==> config.mk <==
export PLATFORM = sky130hd
export DESIGN_NAME = descrambler_sync_flat
export DESIGN_NICKNAME = d
export VERILOG_FILES = /design/src/rtl/descrambler_sync_if.sv /design/src/rtl/descrambler_sync.sv /design/src/flat_wrapper.sv
export SDC_FILE = /design/constraint.sdc
export NUM_CORES = 1
export LEC_CHECK = 0
export CAP_MARGIN = 10
export CORE_MARGIN = 2
export CORE_UTILIZATION = 45
export CTS_BUF_LIST = sky130_fd_sc_hd__clkbuf_4 sky130_fd_sc_hd__clkbuf_8
export CTS_CLUSTER_SIZE = 40
export DETAILED_ROUTE_END_ITERATION = 16
export GPL_TIMING_DRIVEN = 0
export PLACE_DENSITY = 0.71
export SLEW_MARGIN = 20
export SYNTH_ARGS = -nofsm -noshare
export SYNTH_HDL_FRONTEND = slang
export SYNTH_SLANG_ARGS = --single-unit
export TNS_END_PERCENT = 100
==> constraint.sdc <==
create_clock -name clk -period 11.6 [get_ports clk]
set_clock_uncertainty 0.1 [all_clocks]
set_input_delay 2.32 -clock clk [delete_from_list [all_inputs] [get_ports clk]]
set_output_delay 2.32 -clock clk [all_outputs]
set_load 0.05 [all_outputs]
==> src/rtl/descrambler_sync_if.sv <==
// Beat-level bus between the block aligner, the descrambler and the 64b/66b decoder.
// master drives the receive beats and controls; slave returns the descrambled beats and lock status.
interface descrambler_sync_if #(
    parameter int DATA_W = 64
);
    logic              in_enable;
    logic              in_pop;
    logic [DATA_W-1:0] in_data;
    logic              bypass;
    logic              sync_clr;
    logic              out_pop;
    logic [DATA_W-1:0] out_data;
    logic              out_lock;
    logic              locked;

    modport master (
        output in_enable, in_pop, in_data, bypass, sync_clr,
        input  out_pop, out_data, out_lock, locked
    );

    modport slave (
        input  in_enable, in_pop, in_data, bypass, sync_clr,
        output out_pop, out_data, out_lock, locked
    );
endinterface

==> src/rtl/descrambler_sync.sv <==
// Self-synchronous descrambler (x^TAP_B + x^TAP_A + 1) with history-fill lock tracking,
// bypass, synchronous history clear and an optional output register stage.
module descrambler_sync #(
    parameter int DATA_W  = 64,
    parameter int TAP_A   = 39,
    parameter int TAP_B   = 58,
    parameter int OUT_REG = 1
) (
    input  logic               clk,
    input  logic               reset,
    descrambler_sync_if.slave  bus
);
    localparam int EW = DATA_W + TAP_B;
    localparam int CW = $clog2(TAP_B + DATA_W + 1);
    localparam logic [CW-1:0] C_FULL = CW'(TAP_B);
    localparam logic [CW-1:0] C_STEP = CW'(DATA_W);

    logic [TAP_B-1:0]  r_h;
    logic [CW-1:0]     r_cnt;

    logic              w_accept;
    logic [TAP_B-1:0]  w_h_eff;
    logic [CW-1:0]     w_cnt_base;
    logic [CW-1:0]     w_cnt_sum;
    logic [CW-1:0]     w_cnt_next;
    logic [EW-1:0]     w_e;
    logic [DATA_W-1:0] w_desc;
    logic [DATA_W-1:0] w_out;
    logic              w_flag;

    assign w_accept = bus.in_enable & bus.in_pop;

    // A clear in the same cycle as an accept wins: the beat sees an empty history.
    assign w_h_eff    = bus.sync_clr ? '0 : r_h;
    assign w_cnt_base = bus.sync_clr ? '0 : r_cnt;
    assign w_cnt_sum  = w_cnt_base + C_STEP;
    assign w_cnt_next = (w_cnt_sum >= C_FULL) ? C_FULL : w_cnt_sum;
    assign w_flag     = (w_cnt_base == C_FULL);

    assign w_e = {bus.in_data, w_h_eff};

    always_comb begin
        w_desc = '0;
        for (int i = 0; i < DATA_W; i++) begin
            w_desc[i] = w_e[TAP_B + i] ^ w_e[TAP_B + i - TAP_A] ^ w_e[i];
        end
    end

    assign w_out = bus.bypass ? bus.in_data : w_desc;

    // History and fill count advance in bypass too, so leaving bypass needs no re-lock.
    always_ff @(posedge clk or posedge reset) begin
        if (reset) begin
            r_h   <= '0;
            r_cnt <= '0;
        end else if (w_accept) begin
            r_h   <= w_e[EW-1:DATA_W];
            r_cnt <= w_cnt_next;
        end else if (bus.sync_clr) begin
            r_h   <= '0;
            r_cnt <= '0;
        end
    end

    assign bus.locked = (r_cnt == C_FULL);

    generate
        if (OUT_REG != 0) begin : g_out_reg
            logic              r_pop;
            logic [DATA_W-1:0] r_data;
            logic              r_lock;

            always_ff @(posedge clk or posedge reset) begin
                if (reset) begin
                    r_pop  <= 1'b0;
                    r_data <= '0;
                    r_lock <= 1'b0;
                end else begin
                    r_pop <= w_accept;
                    if (w_accept) begin
                        r_data <= w_out;
                        r_lock <= w_flag;
                    end
                end
            end

            assign bus.out_pop  = r_pop;
            assign bus.out_data = r_data;
            assign bus.out_lock = r_lock;
        end else begin : g_out_comb
            assign bus.out_pop  = w_accept;
            assign bus.out_data = w_out;
            assign bus.out_lock = w_flag;
        end
    endgenerate
endmodule

==> src/flat_wrapper.sv <==
// flat-port wrapper written by rule: the top's interface ports become plain ports
module descrambler_sync_flat 
#(
    parameter int DATA_W  = 64,
    parameter int TAP_A   = 39,
    parameter int TAP_B   = 58,
    parameter int OUT_REG = 1
)
  (clk, reset, bus_in_enable, bus_in_pop, bus_in_data, bus_bypass, bus_sync_clr, bus_out_pop, bus_out_data, bus_out_lock, bus_locked);
  descrambler_sync_if #(.DATA_W(DATA_W)) bus_i ();
  input  logic clk;
  input  logic reset;
  input wire logic [$bits(bus_i.in_enable)-1:0] bus_in_enable;
  input wire logic [$bits(bus_i.in_pop)-1:0] bus_in_pop;
  input wire logic [$bits(bus_i.in_data)-1:0] bus_in_data;
  input wire logic [$bits(bus_i.bypass)-1:0] bus_bypass;
  input wire logic [$bits(bus_i.sync_clr)-1:0] bus_sync_clr;
  output wire logic [$bits(bus_i.out_pop)-1:0] bus_out_pop;
  output wire logic [$bits(bus_i.out_data)-1:0] bus_out_data;
  output wire logic [$bits(bus_i.out_lock)-1:0] bus_out_lock;
  output wire logic [$bits(bus_i.locked)-1:0] bus_locked;
  assign bus_i.in_enable = bus_in_enable;
  assign bus_i.in_pop = bus_in_pop;
  assign bus_i.in_data = bus_in_data;
  assign bus_i.bypass = bus_bypass;
  assign bus_i.sync_clr = bus_sync_clr;
  assign bus_out_pop = bus_i.out_pop;
  assign bus_out_data = bus_i.out_data;
  assign bus_out_lock = bus_i.out_lock;
  assign bus_locked = bus_i.locked;
  descrambler_sync #(.DATA_W(DATA_W), .TAP_A(TAP_A), .TAP_B(TAP_B), .OUT_REG(OUT_REG)) u_core (.clk(clk), .reset(reset), .bus(bus_i));
endmodule
Word level (Yosys, flattened, before mapping). Index checks and enable logic that the tools add are counted.

Order comparisons: 1. Bitwise gates (word level): 129. Add/sub/neg operators: 1. Multiplexer cells: 6. Equal/unequal tests: 2.

Operators with widths (count): 1-bit bitwise XOR (128); 58-bit 2-to-1 mux (2); 64-bit 2-to-1 mux (1); 7-bit 2-to-1 mux (3); 7-bit by 6-bit == test with 1-bit output (second input constant) (2); 7-bit adder (second input constant) (1); 7-bit by 6-bit >= comparator with 1-bit output (second input constant) (1); 1-bit bitwise AND (1).

Word-level logic and storage cells: 144. Output and inout bits: 67. Input port bits: 70. Bits in registers: 131.

Logic depth before layout (Yosys ltp).
Depth in word-level cells: 5. Mapped depth: 6. Depth with buffers taken out: 4.

Worst setup path after synthesis. Ideal clock, no wire load.

Path type: register to output. Start: reg u_core.r_cnt[4]. End: out bus_locked. Buffers on the path: 0. Data arrival time: 2.155 ns. Required time: 9.180 ns. Stages on the path, launching flop included: 3. Slack: 7.025 ns. Cells stage by stage: dfrtp_1 nand3_1 nor4b_1.

Word-level cells in the longest chain between the ends: 1.

Ends and longest elaborated chain: from (decl) (line descrambler_sync.sv:19) `logic [CW-1:0] r_cnt;`; from (signal assigned) (line descrambler_sync.sv:58) `r_cnt <= w_cnt_next;`; 7-bit by 6-bit == test with 1-bit output (line descrambler_sync.sv:65) `assign bus.locked = (r_cnt == C_FULL);`; to (decl) (line flat_wrapper.sv:21) `output wire logic [$bits(bus_i.locked)-1:0] bus_locked;`.

Every way passes these cells.

Worst setup path in the final report.
Start: reg u_core.r_cnt[5]. End: out bus_locked.

Same word-level chain as after synthesis.

==> reports/qor.txt <==
Post-CTS sizing - 0
Die W - 127.5 µm
Fin. max-slew vios - 0
Placement-stage cell area - 0.008499 mm²
DR vias - 6428
Most frequent cells in the layout - nand2_1 (156), clkdlybuf4s50_1 (136), dfrtp_1 (131)
Max Fanout on Critical Path - 3
Setup bufs post-CTS - 0
Ant diodes - 0
Status - finished clean
Die Area - 0.01627 mm²
Initial Util - 45.68%
Final ANT Viol Nets - 0
Layout area overhead - 29.30%
Clk pin slew, worst setup/hold paths - 0.08 ns
Critical path's top delay family - buffers and inverters
Site Rows - 45
Core area - 0.01503 mm²
Net Sw Frac - 35.21%
Count of cell types in the netlist - 29
Hold WC Path Type - reg2reg
CP endpoint kind - output port
RSZ-0062 raised after global routing - false
Die height - 127.5 µm
Clock sink count - 131
Synthesized net count - 830
Final-layout fill cell count - 1341
Gpl congestion - 0.9383
Vias in the first global route - 6113
Core Util, Final - 59.07%
Nets - 986
Bufs and invs on worst path - 1
Starting DRT DRC Count - 628
Crit share post-route - 40.12%
CP max stage cell - clkdlybuf4s50_1
Power Dens Cells - 146.8 mW/mm²
Yosys reg bits - 131
VDD IR max - 0.08100 mV
Initial antenna violation count - 0
WP data required - 9.18 ns
Mean Syn Cell Area - 9.037 µm²
Max Buffers Root-to-Sink - 2
Slew margin rel. - 56.02%
Clk_lat worst skew - 0.47 ns
Combinational fraction of design power - 28.8%
Synth Cell Area - 0.006868 mm²
Net Sw Power - 0.4590 mW
Register area share after synthesis - 47.73%
Worst-margin pin slew - 0.6597 ns
Inserted Clock Buffers - 17
Worst r2r src - u_core.r_h[42]$_DFF_PP0_
Worst setup path startpoint - u_core.r_cnt[5]$_DFF_PP0_
Share of cells above drive strength 1 - 4.315%
CP Data Arrival Time - 2.23 ns
PortBufs - 136
Clock power frac - 29.4%
Critical path, cell by cell - nand3_1 > nor4b_1 > clkdlybuf4s50_1
Slowest stage delay, CP - 0.88 ns
Startpoint Class - flop
Dpl hpwl - 17270 µm
H-tree levels - 4
Final Routed Wirelength - 23160 µm
Syn Inst Count - 760
GRT Max-Usage Layer - met2
Synth Warn # - 0
First-pass GRT wire length - 35930 µm
Largest net degree at the start of global routing - 98
First-pass iteration count of the detailed router - 5
Final setup vio count - 0
WL/cell - 20.77 µm
FMAX - 214.9 MHz
Crit Path Class - reg2out
Total gr overflow - 0
Via/cell ratio - 5.765
Hold Crit Start - u_core.bus.out_data[51]$_DFFE_PP0P_
Met1 usage - 41.11%
Commonest non-fill, non-tap cell in the layout - nand2_1
Ports - 137
GR Util met2 - 45.17%
Lkg Pwr - 3.557 nW
Final Hold Vio Count - 0
Power Internal - 0.8445 mW
Met3 Use GR - 6.616%
Final min period - 4.653 ns
Hold_buf cts - 0
Root Buffer - clkbuf_8
Max-Cap Viols - 0
Sequential Power Share - 41.8%
Setup tns final - 0 ns
Reg-to-reg setup timing slack - 10.12 ns
CTS tree - built
Cell area after layout - 0.008880 mm²
Remaining DRCs - 0
All-Layer GR Usage - 29.63%
[cell usage after synthesis]
| library cell | count | area (µm²) |
|---|---|---|
| or2_1 | 1 | 6.260 |
| nand2b_1 | 40 | 250.2 |
| a21oi_1 | 2 | 10.01 |
| o211ai_1 | 19 | 142.6 |
| a31oi_1 | 45 | 281.5 |
| nand3_1 | 1 | 5.000 |
| o2111ai_1 | 19 | 166.4 |
| inv_1 | 5 | 18.77 |
| xnor2_1 | 45 | 394.1 |
| buf_8 | 1 | 15.01 |
| dfrtp_1 | 131 | 3278 |
| o21a_1 | 19 | 142.6 |
| clkbuf_1 | 36 | 135.1 |
| o21ai_0 | 49 | 245.2 |
| buf_6 | 3 | 33.78 |
| nand2_1 | 156 | 585.6 |
| clkinv_1 | 1 | 3.750 |
| o22ai_1 | 1 | 6.260 |
| nand3b_1 | 39 | 292.8 |
| buf_2 | 4 | 20.02 |
| a41oi_1 | 1 | 8.760 |
| or3_1 | 45 | 281.5 |
| a22o_1 | 1 | 8.760 |
| nor2_1 | 49 | 183.9 |
| nor4b_1 | 1 | 8.760 |
| nor2b_1 | 19 | 118.9 |
| nor3b_1 | 1 | 7.510 |
| buf_1 | 7 | 26.28 |
| or4b_1 | 19 | 190.2 |
[power groups by stage]
stage | clock network (mW) | registers [mW] | logic [mW]
finish | 0.384 | 0.545 | 0.375
global route | 0.407 | 0.550 | 0.399
CTS | 0.387 | 0.544 | 0.375
detailed placement | 0 | 0.553 | 0.373
global placement | 0 | 0.552 | 0.369
floorplan | 0 | 0.659 | 0.113
[registers in the layout, summed over array words and instances (netlist names)]
| signal | cells |
|---|---|
| u_core.bus.out_data | 64 |
| u_core.r_cnt | 7 |
| u_core.bus.out_lock | 1 |
| u_core.r_h | 58 |
| u_core.bus.out_pop | 1 |
[worst paths after layout]
check / to / cells past startpoint
hold / removal: u_core.bus.out_data[51]$_DFFE_PP0P_ / 2
hold reg to reg: u_core.bus.out_data[51]$_DFFE_PP0P_ / 2
setup / recovery: bus_locked / 3
min in group asynchronous: u_core.bus.out_data[6]$_DFFE_PP0P_ / 2
setup reg to reg: u_core.bus.out_data[42]$_DFFE_PP0P_ / 3
max in group asynchronous: u_core.r_h[32]$_DFF_PP0_ / 3
[tightest hold or removal path: cells and delay by family (launching register included)]
family          cells  cell delay [ns]
compound gates      1             0.07
flops               1             0.35
simple gates        1             0.05
[final cells by class]
class / instances / area [µm²] / share of cell area (%)
Buffer: 51 / 230.2 / 2.593
Clock buffer: 26 / 332.8 / 3.748
Clock inverter: 4 / 47.55 / 0.5354
Inverter: 6 / 30.03 / 0.3382
Multi-Input combinational cell: 572 / 3337 / 37.58
Sequential cell: 131 / 3278 / 36.92
Tap cell: 188 / 235.2 / 2.649
Timing Repair Buffer: 137 / 1389 / 15.64
[cells by family after synthesis]
group / count (synthesis) / synth area share [%]
flops: 131 / 47.73
compound gates: 156 / 14.74
simple gates: 371 / 28.11
xor+xnor: 45 / 5.739
buf+inv: 57 / 3.680
[per-stage QoR]
step	hold WS [ns]	setup WS (ns)	total power, mW	instances
global placement	0.3879	3.697	0.9209	1084
finish	0.4055	6.947	1.303	1115
global route	0.4365	6.803	1.356	1115
floorplan	0.3914	5.682	0.7719	760
detailed placement	0.3906	6.771	0.9259	1085
CTS	0.4078	6.898	1.306	1115
[routing by layer]
layer,vias to the layer above,routed length [µm]
met1,3076,9803
met5,-,0
met4,0,847
met3,54,2192
li1,2962,-
met2,336,10310
Power figures use the tool's default switching activity.
